File: config.mk
export PLATFORM = sky130hd
export DESIGN_NAME = ifu_fetch
export DESIGN_NICKNAME = d
export VERILOG_FILES = /design/src/rtl/npc_pkg.sv /design/src/rtl/ifu_fetch.sv
export SDC_FILE = /design/constraint.sdc
export NUM_CORES = 1
export LEC_CHECK = 0
export CAP_MARGIN = 10
export CORE_MARGIN = 2
export CORE_UTILIZATION = 45
export DETAILED_ROUTE_END_ITERATION = 7
export PLACE_DENSITY = 0.78
export SLEW_MARGIN = 40
export SYNTH_ARGS = -nofsm -noshare
export SYNTH_HDL_FRONTEND = slang
export SYNTH_SLANG_ARGS = --single-unit
export TNS_END_PERCENT = 20
File: constraint.sdc
create_clock -name clk -period 2.31 [get_ports clk]
set_input_delay 0.462 -clock clk [delete_from_list [all_inputs] [get_ports clk]]
set_output_delay 0.462 -clock clk [all_outputs]
set_load 0.05 [all_outputs]
File: src/rtl/npc_pkg.sv
// Shared types and constants for the NPC core front end.
// Holds the fetch FSM state encoding, the canonical NOP and the default reset PC.
package npc_pkg;

    typedef enum logic [2:0] {
        ST_REQ      = 3'd0,
        ST_RESP     = 3'd1,
        ST_VALID    = 3'd2,
        ST_WAIT_NPC = 3'd3,
        ST_HALTED   = 3'd4
    } ifu_state_e;

    localparam logic [31:0] NOP_INST         = 32'h0000_0013;
    localparam logic [31:0] RESET_PC_DEFAULT = 32'h8000_0000;

    // Instructions are 4-byte aligned; any set low bit is a fetch fault.
    function automatic logic pc_misaligned(input logic [1:0] pc_lsb);
        return (pc_lsb != 2'b00);
    endfunction

endpackage

File: src/rtl/ifu_fetch.sv
// Instruction fetch unit: owns the PC, fetches one word at a time and hands it to decode.
// Every output comes straight from a register, so no input reaches a valid combinationally.
module ifu_fetch
    import npc_pkg::*;
#(
    parameter int               XLEN     = 32,
    parameter logic [XLEN-1:0]  RESET_PC = XLEN'(RESET_PC_DEFAULT)
) (
    input  logic            clk,
    input  logic            rst_n,
    output logic            imem_req_valid,
    input  logic            imem_req_ready,
    output logic [XLEN-1:0] imem_req_addr,
    input  logic            imem_resp_valid,
    input  logic [XLEN-1:0] imem_resp_data,
    input  logic            imem_resp_err,
    output logic            inst_valid,
    input  logic            inst_ready,
    output logic [XLEN-1:0] inst,
    output logic [XLEN-1:0] inst_pc,
    output logic            inst_fault,
    input  logic            npc_valid,
    input  logic [XLEN-1:0] npc,
    input  logic            halt,
    output logic            halted,
    output logic [31:0]     fetch_cnt
);

    localparam logic [XLEN-1:0] NOP_W = XLEN'(NOP_INST);

    ifu_state_e      state_r;
    logic [XLEN-1:0] pc_r;
    logic [XLEN-1:0] inst_r;
    logic [XLEN-1:0] inst_pc_r;
    logic            inst_fault_r;
    logic            inst_valid_r;
    logic            req_valid_r;
    logic            halted_r;
    logic [31:0]     fetch_cnt_r;

    // Fetch FSM together with the PC, delivery and counter registers.
    always_ff @(posedge clk or negedge rst_n) begin
        if (!rst_n) begin
            state_r      <= ST_REQ;
            pc_r         <= RESET_PC;
            inst_r       <= NOP_W;
            inst_pc_r    <= RESET_PC;
            inst_fault_r <= 1'b0;
            inst_valid_r <= 1'b0;
            req_valid_r  <= 1'b0;
            halted_r     <= 1'b0;
            fetch_cnt_r  <= 32'd0;
        end else begin
            case (state_r)
                ST_REQ: begin
                    // Only the first REQ after reset arrives with the request low.
                    if (!req_valid_r) begin
                        req_valid_r <= 1'b1;
                    end else if (imem_req_ready) begin
                        req_valid_r <= 1'b0;
                        state_r     <= ST_RESP;
                    end
                end
                ST_RESP: begin
                    if (imem_resp_valid) begin
                        inst_r       <= imem_resp_err ? NOP_W : imem_resp_data;
                        inst_fault_r <= imem_resp_err;
                        inst_pc_r    <= pc_r;
                        inst_valid_r <= 1'b1;
                        state_r      <= ST_VALID;
                    end
                end
                ST_VALID: begin
                    if (inst_ready) begin
                        inst_valid_r <= 1'b0;
                        fetch_cnt_r  <= fetch_cnt_r + 32'd1;
                        state_r      <= ST_WAIT_NPC;
                    end
                end
                ST_WAIT_NPC: begin
                    if (halt) begin
                        halted_r <= 1'b1;
                        state_r  <= ST_HALTED;
                    end else if (npc_valid) begin
                        pc_r <= npc;
                        if (pc_misaligned(npc[1:0])) begin
                            inst_r       <= NOP_W;
                            inst_fault_r <= 1'b1;
                            inst_pc_r    <= npc;
                            inst_valid_r <= 1'b1;
                            state_r      <= ST_VALID;
                        end else begin
                            req_valid_r <= 1'b1;
                            state_r     <= ST_REQ;
                        end
                    end
                end
                ST_HALTED: begin
                    halted_r     <= 1'b1;
                    req_valid_r  <= 1'b0;
                    inst_valid_r <= 1'b0;
                end
                default: begin
                    state_r      <= ST_REQ;
                    req_valid_r  <= 1'b0;
                    inst_valid_r <= 1'b0;
                end
            endcase
        end
    end

    assign imem_req_valid = req_valid_r;
    assign imem_req_addr  = pc_r;
    assign inst_valid     = inst_valid_r;
    assign inst           = inst_r;
    assign inst_pc        = inst_pc_r;
    assign inst_fault     = inst_fault_r;
    assign halted         = halted_r;
    assign fetch_cnt      = fetch_cnt_r;

endmodule

==> flow_metrics.env <==
export IMPL_wl_per_cell_um=17.4
export IMPL_ioPinCount=204
export IMPL_tightest_slew_ns=0.570
export IMPL_hp_start="fetch_cnt[31]$_DFFE_PN0P_"
export IMPL_nFillCells=957
export IMPL_drive_gt1_share_pct=14.1
export IMPL_crit_fanout=2
export IMPL_cp_required_ns=1.85
export IMPL_layout_commonest_cell="clkdlybuf4s50_1"
export IMPL_hold_path_depth=1
export IMPL_fin_crit_ns=2.26
export IMPL_post_cts_resized=0
export IMPL_status="completed"
export IMPL_crit_arrival_ns=1.79
export IMPL_avgSynthCellArea_um2=12.4
export IMPL_r2r_start="state_r[2]$_DFFE_PN0P_"
export IMPL_powerDensity_nw_per_um2=1630
export IMPL_r2r_slack_ns=0.31
export IMPL_setup_viol=0
export IMPL_peakVddDrop_v=0.00112
export IMPL_netlist_cell_type_count=43
export IMPL_grt_max_degree=60
export IMPL_maxSlewViolCount=0
export IMPL_synthArstFlopShare_pct=100
export IMPL_via_per_inst=5.27
export IMPL_post_cts_setup_buffers=0
export IMPL_fin_crit_sh_pct=97.6
export IMPL_fin_util_pct=68.6
export IMPL_overflow=0
export IMPL_slowest_delay_ns=0.85
export IMPL_port_buffer_count=203
export IMPL_worst_setup_path_end_kind="output pin"
export IMPL_vias=4489
export IMPL_route_detailed_drc=0
export IMPL_tritoncts="built"
export IMPL_max_clock_freq_mhz=443
export IMPL_seq_area_um2=3380
export IMPL_grt_pass1_vias=4674
export IMPL_gp_congestion=0.808
export IMPL_root_buffer="clkbuf_16"
export IMPL_syn_area_um2=5670
export IMPL_clkLatencyLatePin_ns=0.42
export IMPL_dieArea_um2=13500
export IMPL_syn_inst=458
export IMPL_cpMaxStageDelayCell="clkdlybuf4s50_1"
export IMPL_yosysSeqAreaShare_pct=59.7
export IMPL_cp_num_buf_inv=1
export IMPL_wirelength_mm=14.8
export IMPL_hp_class="flop to flop"
export IMPL_track_usage_pct=22.9
export IMPL_antenna_found_initial=0
export IMPL_relSlewSlack_pct=61.9
export IMPL_startpoint="inst[1]$_DFFE_PN1P_"
export IMPL_crit_chain="clkdlybuf4s50_1"
export IMPL_synthTopCellsByArea="dfrtp_1 57%, mux2_2 6.6%, a21oi_1 5.8%"
export IMPL_syn_nets=531
export IMPL_r2r_cells=6
export IMPL_area_delta_synth_final_pct=50.8
export IMPL_fin_skew_ns=0.00678
export IMPL_row_count=41
export IMPL_ys_ff_latch=135
export IMPL_cts_sinks=135
export IMPL_die_w_um=116
export IMPL_hold_violations=0
export IMPL_synth_top_area_share_pct=57.4
export IMPL_num_antenna_cells=0
export IMPL_multi_input_area_um2=2130
export IMPL_die_h_um=116
export IMPL_cellLeakagePower_nw=3.66
export IMPL_drv_cap=0
export IMPL_crit_path_start_kind="flop"
export IMPL_setup_tns_ns=0
export IMPL_crit_family="buffers and inverters"
export IMPL_yosysWarnings=0
export IMPL_hpwl_mm=10.3
export IMPL_cts_max_level=4
export IMPL_numCtsBuffers=17
export IMPL_synth_top_cell_by_area="dfrtp_1"
export IMPL_ys_flop_type="dfrtp_1"
export IMPL_start_util_pct=45.5
export IMPL_drt_iter0_drc=310
export IMPL_drtAntennaViolNets=0
export IMPL_final_cell_mix="202 x clkdlybuf4s50_1, 130 x dfrtp_1, 66 x a21oi_1, 33 x mux2_2"
export IMPL_synth_edff_count=0
export IMPL_cts_clk_slew_worst_paths_ns=0.05
export IMPL_clockBufferDepth=2
export IMPL_grt_pass1_wl_mm=23.7
export IMPL_drt_pass1_iter_count=4
export IMPL_design_core_area_um2=12500
export IMPL_path_class="flop to output pin"
export IMPL_fin_nets=739
export IMPL_rsz0062_at_grt="no"
export IMPL_worst_path_stages=1
## final timing paths
check	end
setup / recovery	inst[1]
hold / removal	fetch_cnt[31]$_DFFE_PN0P_
setup reg to reg	fetch_cnt[30]$_DFFE_PN0P_
hold reg to reg	fetch_cnt[31]$_DFFE_PN0P_
max in group asynchronous	inst[14]$_DFFE_PN0P_
min in group asynchronous	imem_req_addr[7]$_DFFE_PN0P_
## final cells by class
type | instances | share of cell area [%]
Multi-Input combinational cell | 284 | 24.9
Tap cell | 172 | 2.52
Clock buffer | 23 | 5.71
Timing Repair Buffer | 219 | 25.8
Clock inverter | 9 | 1.14
Sequential cell | 135 | 39.6
Inverter | 9 | 0.395
## logic make-up (layout without fill, tap and decap cells)
group           Yosys count  count (layout)  share of synthesized area (%)
buf+inv                  39             260                           3.24
simple gates             79              79                           8.03
fa+ha+maj                 1               1                          0.221
xor+xnor                 31              31                           4.79
compound gates          110             110                           12.2
mux                      63              63                           11.8
flops                   135             135                           59.7
## where the power goes
group | internal [W] | leakage, nW | switching [W] | total [W]
logic | 0.00259 | 1.71 | 0.00470 | 0.00729
registers | 0.00331 | 1.66 | 0.000680 | 0.00399
clock network | 0.00169 | 0.292 | 0.000957 | 0.00265
total | 0.00759 | 3.66 | 0.00634 | 0.0139
## cells in the mapped netlist, types with 3 or more instances
library cell,count
nand2_1,16
mux2_2,33
dfrtp_1,130
or2_2,3
xor2_1,20
inv_1,9
a21oi_1,66
buf_2,15
nor2_1,9
nor4_1,6
dfstp_2,5
clkbuf_1,9
xnor2_1,11
nor3_1,13
and2_1,3
nand4_1,5
mux2i_1,30
buf_4,3
o21ai_0,3
o22a_1,3
nand3_1,10
a22o_1,30
## state kept, by name, summed over array words and instances, names as in the netlist
| signal | flops |
|---|---|
| fetch_cnt | 32 |
| halted | 1 |
| imem_req_addr | 32 |
| imem_req_valid | 1 |
| inst | 32 |
| inst_fault | 1 |
| inst_pc | 32 |
| inst_valid | 1 |
| state_r | 3 |
## layer usage
| metal | vias up | track usage (%) | part of all wire, % |
|---|---|---|---|
| li1 | 2060 | - | - |
| met1 | 2249 | 27.7 | 41 |
| met2 | 158 | 36.8 | 48 |
| met3 | 22 | 9.34 | 8.6 |
| met4 | 0 | 9.29 | 1.8 |
| met5 | - | 0 | 0 |
## through the flow
step	hold WS (ns)	instance area, um^2	worst slack [ns]	power (W)	std cells
CTS	0.477	8550	0.0392	0.0140	851
finish	0.468	8550	0.0547	0.0139	851
global placement	0.423	7960	-0.0334	0.0112	818
detailed placement	0.431	7960	-0.0908	0.0113	818
floorplan	0.166	5670	0.268	0.00870	458
global route	0.485	8550	0.0136	0.0146	851
## timing repair
action                                  in CTS  in global routing
endpoints found under the setup margin       0                  0
endpoints found under the hold margin       27                  0
hold buffers                                 1                  0
No activity file was read; power rests on OpenSTA's default activity.
